File: src/rtl/mipi_csi_rx_frame_controller_pkg.sv
// Shared constants, state encoding and the beat-count helper for the CSI-2 frame controller.
package mipi_csi_rx_frame_controller_pkg;
    localparam logic [7:0] SYNC_BYTE = 8'hB8;
    localparam logic [7:0] DT_FS     = 8'h00;
    localparam logic [7:0] DT_FE     = 8'h01;
    localparam logic [7:0] DT_RAW10  = 8'h2B;
    localparam logic [7:0] DT_RAW12  = 8'h2C;
    localparam logic [7:0] DT_RAW14  = 8'h2D;

    typedef enum logic [1:0] {
        ST_IDLE  = 2'd0,
        ST_FRAME = 2'd1,
        ST_LINE  = 2'd2
    } state_t;

    // Index of the last beat of a line: ceil(len/beat_bytes)-1, floored at 0.
    function automatic logic [15:0] last_beat(input logic [15:0] len, input int beat_bytes);
        logic [16:0] sum;
        logic [16:0] beats;
        sum   = {1'b0, len} + 17'(beat_bytes - 1);
        beats = sum / 17'(beat_bytes);
        return (beats == 17'd0) ? 16'd0 : 16'(beats - 17'd1);
    endfunction
endpackage

File: src/rtl/mipi_csi_rx_frame_controller.sv
// CSI-2 receive frame/line tracker: decodes FS/FE short packets, counts lines,
// checks line length and line count, and aborts stalled frames via an idle timer.
module mipi_csi_rx_frame_controller
    import mipi_csi_rx_frame_controller_pkg::*;
#(
    parameter logic [15:0] TIMEOUT_CYCLES = 16'd65535,
    parameter int          LANES          = 4
) (
    input  logic        clk_i,
    input  logic        reset_i,
    input  logic        data_valid_i,
    input  logic [63:0] data_i,
    input  logic        decoder_valid_i,
    input  logic [15:0] packet_length_i,
    input  logic [15:0] expected_lines_i,
    output logic        frame_valid_o,
    output logic        line_valid_o,
    output logic [15:0] line_count_o,
    output logic [15:0] frame_number_o,
    output logic [3:0]  error_o
);
    localparam int BEAT_BYTES = LANES * 2;

    state_t      state;
    logic [15:0] beat_cnt;
    logic [15:0] idle_cnt;

    logic        is_short, is_fs, is_fe, line_end, timeout;
    logic [15:0] line_count_inc;
    logic        unused_data_bits;

    assign is_short = data_valid_i && (data_i[7:0] == SYNC_BYTE);
    assign is_fs    = is_short && (data_i[15:8] == DT_FS);
    assign is_fe    = is_short && (data_i[15:8] == DT_FE);
    assign line_end = !decoder_valid_i || !data_valid_i;
    assign timeout  = idle_cnt >= (TIMEOUT_CYCLES - 16'd1);
    assign line_count_inc = (line_count_o == 16'hFFFF) ? line_count_o : line_count_o + 16'd1;
    assign unused_data_bits = ^{data_i[63:48], data_i[39:32], data_i[23:16]};

    always_ff @(posedge clk_i or posedge reset_i) begin
        if (reset_i) begin
            state          <= ST_IDLE;
            beat_cnt       <= '0;
            idle_cnt       <= '0;
            frame_valid_o  <= 1'b0;
            line_valid_o   <= 1'b0;
            line_count_o   <= '0;
            frame_number_o <= '0;
            error_o        <= '0;
        end else if (is_fs) begin
            // A Frame Start always (re)opens a frame; only a restart flags error[1].
            state          <= ST_FRAME;
            beat_cnt       <= '0;
            idle_cnt       <= '0;
            frame_valid_o  <= 1'b1;
            line_valid_o   <= 1'b0;
            line_count_o   <= '0;
            frame_number_o <= {data_i[47:40], data_i[31:24]};
            error_o        <= (state == ST_IDLE) ? 4'b0000 : 4'b0010;
        end else begin
            case (state)
                ST_IDLE: begin
                    idle_cnt <= '0;
                    if (is_fe) error_o[0] <= 1'b1;
                end
                ST_FRAME: begin
                    if (is_fe) begin
                        state         <= ST_IDLE;
                        frame_valid_o <= 1'b0;
                        idle_cnt      <= '0;
                        if (expected_lines_i != 16'd0 && line_count_o != expected_lines_i)
                            error_o[3] <= 1'b1;
                    end else if (decoder_valid_i) begin
                        state        <= ST_LINE;
                        line_valid_o <= 1'b1;
                        idle_cnt     <= '0;
                        beat_cnt     <= last_beat(packet_length_i, BEAT_BYTES);
                    end else if (is_short) begin
                        idle_cnt <= '0;
                    end else if (timeout) begin
                        state         <= ST_IDLE;
                        frame_valid_o <= 1'b0;
                        idle_cnt      <= '0;
                        error_o[2]    <= 1'b1;
                    end else begin
                        idle_cnt <= idle_cnt + 16'd1;
                    end
                end
                ST_LINE: begin
                    idle_cnt <= '0;
                    if (is_fe || line_end) begin
                        // FE inside a line closes the line first, so the count check sees it.
                        line_valid_o <= 1'b0;
                        line_count_o <= line_count_inc;
                        if (is_fe) begin
                            state         <= ST_IDLE;
                            frame_valid_o <= 1'b0;
                            error_o[3]    <= error_o[3] || (beat_cnt != 16'd0) ||
                                             (expected_lines_i != 16'd0 && line_count_inc != expected_lines_i);
                        end else begin
                            state      <= ST_FRAME;
                            error_o[3] <= error_o[3] || (beat_cnt != 16'd0);
                        end
                    end else if (beat_cnt != 16'd0) begin
                        beat_cnt <= beat_cnt - 16'd1;
                    end
                end
                default: state <= ST_IDLE;
            endcase
        end
    end
endmodule

File: config.mk
export PLATFORM = sky130hd
export DESIGN_NAME = mipi_csi_rx_frame_controller
export DESIGN_NICKNAME = d
export VERILOG_FILES = /design/src/rtl/mipi_csi_rx_frame_controller_pkg.sv /design/src/rtl/mipi_csi_rx_frame_controller.sv
export SDC_FILE = /design/constraint.sdc
export NUM_CORES = 1
export LEC_CHECK = 0
export CAP_MARGIN = 20
export CORE_MARGIN = 5
export CORE_UTILIZATION = 50
export CTS_CLUSTER_DIAMETER = 50
export DETAILED_ROUTE_END_ITERATION = 12
export PLACE_DENSITY_LB_ADDON = 0.2
export SYNTH_ARGS = -nofsm -noshare
export SYNTH_HDL_FRONTEND = slang
export SYNTH_SLANG_ARGS = --single-unit
File: constraint.sdc
create_clock -name clk_i -period 4.65 [get_ports clk_i]
set_input_delay 0.6975 -clock clk_i [delete_from_list [all_inputs] [get_ports clk_i]]
set_output_delay 0.6975 -clock clk_i [all_outputs]
set_load 0.02 [all_outputs]
==> results of run 1 <==
cell families (layout without fill, tap and decap cells):
| group | Yosys count | after routing | share of synthesized area |
|---|---|---|---|
| XOR/XNOR | 64 | 64 | 0.1138 |
| buffers and inverters | 41 | 143 | 0.03353 |
| multiplexers | 10 | 10 | 0.02057 |
| adder cells (fa/ha/maj) | 9 | 9 | 0.02286 |
| AO/OA/AOI/OAI | 113 | 113 | 0.1499 |
| flip-flops | 72 | 72 | 0.3658 |
| AND/OR/NAND/NOR | 285 | 285 | 0.2936 |
report_power, final:
part / total, W / internal, W / leakage, nW / switching (W)
Clock: 0.000481 / 0.000216 / 0.0910 / 0.000266
Sequential: 0.000647 / 0.000636 / 0.979 / 0.0000112
Combinational: 0.000180 / 0.0000945 / 1.50 / 0.0000852
final cells by class:
class,count,area (um^2),area share
multi-input combinational,481,2964,0.4714
sequential,72,1802,0.2866
timing repair buffer,110,1101,0.1751
tap,133,166.4,0.02647
clock buffer,10,137.6,0.02189
inverter,17,63.81,0.01015
clock inverter,6,52.55,0.008358
flip-flops by register name (all words and copies together), names as in the netlist:
| signal | flops |
|---|---|
| state | 2 |
| line_count_o | 16 |
| idle_cnt | 16 |
| beat_cnt | 16 |
| error_o | 4 |
| frame_valid_o | 1 |
| frame_number_o | 16 |
| line_valid_o | 1 |
per-stage QoR:
stage          power (W)  worst slack [ps]
4_1_cts         0.001319              1567
5_1_grt         0.001364              1314
3_5_place_dp   0.0008364              1184
3_3_place_gp   0.0008320              1274
2_1_floorplan  0.0007370              2076
6_report        0.001308              1561
critical path, delay by kind of cell:
family / cells / cell delay (ps)
buffers and inverters: 1 / 610
and+or+nand+nor: 4 / 780
xor gates and xnor gates: 1 / 180
AOI/OAI and AO/OA: 2 / 1030
per-layer routing:
layer	global-route usage	routed length [um]	vias up
li1	-	-	2313
met1	0.3001	5834	2315
met2	0.3974	6891	111
met3	0.04618	547	23
met4	0.07391	212	0
met5	0	0	-
path summary, 6_finish.rpt:
| path | slack [ps] | end | cells past startpoint | startpoint |
|---|---|---|---|---|
| max in group asynchronous | 3400 | beat_cnt[2]$_DFFE_PP0P_ | 3 | reset_i |
| setup / recovery | 1560 | line_count_o[10]$_DFFE_PP0P_ | 8 | data_valid_i |
| hold reg to reg | 470 | frame_number_o[4]$_DFFE_PP0P_ | 2 | frame_number_o[4]$_DFFE_PP0P_ |
| min in group asynchronous | 620 | frame_number_o[2]$_DFFE_PP0P_ | 2 | reset_i |
| hold / removal | 470 | frame_number_o[4]$_DFFE_PP0P_ | 2 | frame_number_o[4]$_DFFE_PP0P_ |
| setup reg to reg | 1730 | beat_cnt[11]$_DFFE_PP0P_ | 7 | beat_cnt[6]$_DFFE_PP0P_ |
placed cells by master, fill, tap and decap left out, types with 10 or more instances in the layout:
cell / netlist / final
a21oi_1: 36 / 36
clkbuf_8: 0 / 10
clkdlybuf4s50_1: 0 / 105
dfrtp_1: 72 / 72
inv_1: 16 / 15
nand2_1: 90 / 90
nand3_1: 18 / 18
nand4_1: 17 / 17
nor2_1: 64 / 64
nor3_1: 25 / 24
nor4_1: 16 / 16
o21ai_0: 30 / 30
xnor2_1: 28 / 28
xor2_1: 36 / 36
==> qor.csv, run 1 <==
stage,metric,value,unit
placed_design,Cell Count Post-Placement,812,
pwr,PwrDens,208.0,nW/um^2
cells_and_area,layout cells sized above 1,0.06466,
pwr,VDD IR max,0.1194,mV
route,vias per cell,5.744,
yosys,Yosys cell types,67,
yosys,synthesized area per cell,8.293,um^2
clock_tree,CTS tree,done,
global_routing,Global Route Usage Sum,0.2339,
route,routed wire length per instance,16.27,um
yosys,Seq cells post-synth,72,
cells_and_area,final net count,800,
route,Antenna Nets Post-Route,0,
timing,final hold violation count,0,
worst_setup_path,Crit Path Max Fanout,10,
yosys,share of Yosys cell area claimed by the top area cell type,0.3658,
worst_setup_path,critical path endpoint category,flop,
clock_tree,clock root buffer,clkbuf_8,
placed_design,# port buffers,105,
placed_design,hpwl dp,10.17,mm
clock_tree,clock-pin slew on the worst setup and hold paths,90,ps
clock_tree,worst skew pair latency,360,ps
timing,"Slew Viols, Final",0,
timing,Fin Setup TNS,0,ps
floorplanning,Die X,109.3,um
placed_design,Final Wtd Congestion,0.9090,
hold_path,hold crit path type,flop to flop,
cells_and_area,Syn-to-layout area delta,27.64,%
cells_and_area,diode count,0,
clock_tree,post-CTS setup buffer count,0,
cells_and_area,final std cells w/o fill,829,
worst_setup_path,"Slowest-stage cell, CP",a211oi_2,
yosys,most frequent cell after synthesis,nand2_1,
floorplanning,die height,109.3,um
route,DRC,0,
worst_setup_path,Critical Path RT,4860,ps
yosys,Synth area leaders,"dfrtp_1 (37%), nand2_1 (6.9%), xor2_1 (6.4%)",
route,drt total wl,13.49,mm
timing,minimum clock period,3089,ps
timing,Slew HR,0.4401,
worst_setup_path,Worst Setup Start Kind,input pin,
route,drt pass-1 iters,5,
worst_setup_path,critical-path cell list,"clkdlybuf4s50_1, nand2_1, and3b_1, a31oi_2, a211oi_2, nand4_1, xor2_1, nor2_1",
timing,setup violators final,0,
worst_setup_path,critical path arrival,3300,ps
run,Max Cap Viol,0,
pwr,LEAKAGE,2.568,nW
floorplanning,Row Count,36,
global_routing,first-pass GRT wire length,22.36,mm
yosys,Main synth FF type,dfrtp_1,
timing,FMAX,323.7,MHz
yosys,synth warn,0,
yosys,Post-synth EDFFs,0,
yosys,sequential fraction of the synthesis area,0.3658,
cells_and_area,Final Cell Area,6287,um^2
timing,RSZ-0062 raised after global routing,no,
floorplanning,I/O pin cnt,138,
yosys,Netlist Area Pre-Place,4926,um^2
clock_tree,Num CTS Buffers,9,
worst_setup_path,crit path kind,input pin to flop,
global_routing,grt total ovfl,0,
timing,slew at the pin with the worst max-slew slack,838.3,ps
run_status,status,"complete, no violations",
global_routing,number of global-route vias before repair,4771,
clock_tree,Clock Tree Buf Depth,2,
timing,WHS,472.9,ps
yosys,Post-Synthesis Cells,594,
cells_and_area,Finished Core Util,0.6492,
cells_and_area,Layout fillers,846,
yosys,Post-synth top cells,"nand2_1 (90), dfrtp_1 (72), nor2_1 (64), a21oi_1 (36), xor2_1 (36)",
route,Vias,4762,
yosys,syn_nets,703,
timing,fin crit share,0.6643,
route,Detailed Route Iter0 Violations,249,
yosys,asr flop ratio synth,1.000,
placed_design,Placement Cell Area,6077,um^2
clock_tree,clock sink count,72,
floorplanning,starting density of the core,0.5087,
floorplanning,core box area,9684,um^2
clock_tree,H-Tree Depth,3,
floorplanning,die area,11940,um^2
yosys,Synth area leader,dfrtp_1,
timing,clock skew,17.09,ps
clock_tree,Hold Buf Count CTS,0,
clock_tree,PostCTS Resize Cnt,0,
global_routing,largest net degree at the start of global routing,51,
global_routing,antenna violations before repair,0,
worst_setup_path,crit-path max cell delay,780,ps
No activity file was read; power rests on OpenSTA's default activity.
==> run 2: changes to the inputs <==
--- a/config.mk
+++ b/config.mk
@@ -7,7 +7,7 @@
 export LEC_CHECK = 0
 export CAP_MARGIN = 20
 export CORE_MARGIN = 5
-export CORE_UTILIZATION = 50
+export CORE_UTILIZATION = 44
 export CTS_CLUSTER_DIAMETER = 50
 export DETAILED_ROUTE_END_ITERATION = 12
 export PLACE_DENSITY_LB_ADDON = 0.2
==> constraint.sdc (replaced) <==
create_clock -name clk_i -period 2.8 [get_ports clk_i]
set_input_delay 0.42 -clock clk_i [delete_from_list [all_inputs] [get_ports clk_i]]
set_output_delay 0.42 -clock clk_i [all_outputs]
set_load 0.02 [all_outputs]
==> qor.csv, run 2 (synthesized netlist as in run 1, its figures left out) <==
stage,metric,value,unit
run_status,status,"complete, no violations",
pwr,VDD IR max,0.2745,mV
run,Max Cap Viol,0,
timing,Slew HR,0.6584,
global_routing,Global Route Usage Sum,0.2178,
clock_tree,worst skew pair latency,350,ps
global_routing,antenna violations before repair,0,
floorplanning,die area,13410,um^2
pwr,PwrDens,360.0,nW/um^2
route,routed wire length per instance,16.42,um
timing,RSZ-0062 raised after global routing,no,
global_routing,largest net degree at the start of global routing,73,
route,vias per cell,5.641,
worst_setup_path,"Slowest-stage cell, CP",dfrtp_1,
clock_tree,H-Tree Depth,3,
placed_design,Placement Cell Area,6461,um^2
placed_design,# port buffers,105,
worst_setup_path,r2r setup slk,240,ps
cells_and_area,final std cells w/o fill,880,
timing,slew at the pin with the worst max-slew slack,506.0,ps
hold_path,hold crit path type,input pin to async pin,
floorplanning,core box area,10890,um^2
route,Vias,4964,
placed_design,Cell Count Post-Placement,864,
clock_tree,Hold Buf Count CTS,0,
worst_setup_path,Crit Path Max Fanout,8,
placed_design,Final Wtd Congestion,0.9675,
worst_setup_path,critical-path cell list,"nand4_1, nor4_1, mux2i_1, xor2_1, nand4_1, nor4_1, a31oi_1",
clock_tree,Clock Tree Buf Depth,2,
global_routing,number of global-route vias before repair,4921,
global_routing,first-pass GRT wire length,23.43,mm
placed_design,hpwl dp,11.03,mm
timing,WHS,463.6,ps
global_routing,grt total ovfl,0,
worst_setup_path,Worst Setup Start Kind,flop,
worst_setup_path,CP Buf/Inv Count,0,
worst_setup_path,Critical Path RT,3010,ps
timing,"Slew Viols, Final",0,
pwr,LEAKAGE,2.833,nW
cells_and_area,Finished Core Util,0.6162,
cells_and_area,"commonest non-fill, non-tap cell in the layout",clkdlybuf4s50_1,
route,Antenna Nets Post-Route,0,
cells_and_area,layout cells sized above 1,0.1203,
worst_setup_path,crit-path max cell delay,510,ps
timing,clock skew,7.100,ps
floorplanning,I/O pin cnt,138,
timing,minimum clock period,2559,ps
timing,fin crit share,0.9139,
cells_and_area,final net count,844,
route,DRC,0,
timing,setup violators final,0,
cells_and_area,Final Cell Area,6709,um^2
route,drt total wl,14.45,mm
timing,FMAX,390.8,MHz
floorplanning,die height,115.8,um
worst_setup_path,critical path arrival,2770,ps
worst_setup_path,Crit path max-delay family,simple AND/OR/NAND/NOR gates,
clock_tree,clock root buffer,clkbuf_8,
worst_setup_path,crit path kind,flop to flop,
timing,final hold violation count,0,
route,Detailed Route Iter0 Violations,298,
clock_tree,CTS tree,done,
floorplanning,starting density of the core,0.4524,
floorplanning,Die X,115.8,um
floorplanning,Row Count,38,
route,drt pass-1 iters,5,
cells_and_area,most frequent cells in the layout,"clkdlybuf4s50_1 (105), nand2_1 (90), dfrtp_1 (72)",
clock_tree,clock sink count,72,
worst_setup_path,critical path endpoint category,flop,
clock_tree,Num CTS Buffers,9,
cells_and_area,diode count,0,
clock_tree,clock-pin slew on the worst setup and hold paths,80,ps
cells_and_area,Syn-to-layout area delta,36.19,%
## run 2: changes by cell type in the layout (fill, tap and decap cells not counted), sizes merged
cell	previous run	this run
buf	5	49
inv	19	17
clkinvlp	2	0
bufinv	0	3
clkbuf	10	11
## run 2: metal layers
layer	track usage	wire length (um)	share of wire	vias up
met5	0	0	0	-
met4	0.06110	221	0.015	0
met3	0.05953	891	0.062	21
met2	0.3740	7219	0.50	149
met1	0.2694	6114	0.42	2389
li1	-	-	-	2405
## run 2: worst register-to-register path, stage by stage, from the launching register on
cell	delay, ps
dfrtp_1	510
nand4_1	410
nor4_1	460
mux2i_1	280
xor2_1	160
nand4_1	120
nor4_1	340
a31oi_1	140
## run 2: area by class of cell
| cell class | count | area, um^2 |
|---|---|---|
| clock buffers | 11 | 141.4 |
| clock inverters | 5 | 103.9 |
| fillers | 951 | 4179 |
| inverters | 17 | 63.81 |
| multi-input cells | 481 | 2967 |
| flip-flops and latches | 72 | 1802 |
| well taps | 140 | 175.2 |
| repair buffers | 154 | 1456 |
## run 2: power by group
| part | leakage, nW | total (W) | internal (W) | switching, W |
|---|---|---|---|---|
| sequential | 0.979 | 0.00107 | 0.00106 | 0.0000170 |
| clock | 0.124 | 0.00102 | 0.000617 | 0.000403 |
| combinational | 1.73 | 0.000323 | 0.000172 | 0.000150 |
| total | 2.83 | 0.00242 | 0.00185 | 0.000570 |
## run 2: path summary, 6_finish.rpt
path,start,to,depth (start not counted)
worst max-delay path,line_count_o[9]$_DFFE_PP0P_,error_o[3]$_DFFE_PP0P_,7
worst min-delay path,reset_i,idle_cnt[6]$_DFFE_PP0P_,3
worst min register to register,frame_number_o[4]$_DFFE_PP0P_,frame_number_o[4]$_DFFE_PP0P_,2
worst max register to register,line_count_o[9]$_DFFE_PP0P_,error_o[3]$_DFFE_PP0P_,7
min in group clk_i,frame_number_o[4]$_DFFE_PP0P_,frame_number_o[4]$_DFFE_PP0P_,2
max in group asynchronous,reset_i,frame_number_o[9]$_DFFE_PP0P_,3
## run 2: stage by stage
stage | total power (W) | TNS, ps | setup slack [ps]
6_report | 0.002415 | 0 | 241.1
5_1_grt | 0.002503 | 0 | 62.81
4_1_cts | 0.002438 | 0 | 158.9
3_5_place_dp | 0.001415 | -442.0 | -99.56
3_3_place_gp | 0.001408 | 0 | 11.28
2_1_floorplan | 0.001224 | 0 | 418.4
## run 2: timing repair
item,in CTS,in global routing
setup buffers,0,0
endpoints found under the hold margin,0,0
setup endpoints to repair,0,2
resized for setup,0,1
==> run 3: changes to the inputs <==
--- a/config.mk
+++ b/config.mk
@@ -11,6 +11,7 @@
 export CTS_CLUSTER_DIAMETER = 50
 export DETAILED_ROUTE_END_ITERATION = 12
 export PLACE_DENSITY_LB_ADDON = 0.2
+export SLEW_MARGIN = 20
 export SYNTH_ARGS = -nofsm -noshare
 export SYNTH_HDL_FRONTEND = slang
 export SYNTH_SLANG_ARGS = --single-unit
==> results of run 3 <==
Same layout as run 2: the final DEF is identical, and so are final timing and power.
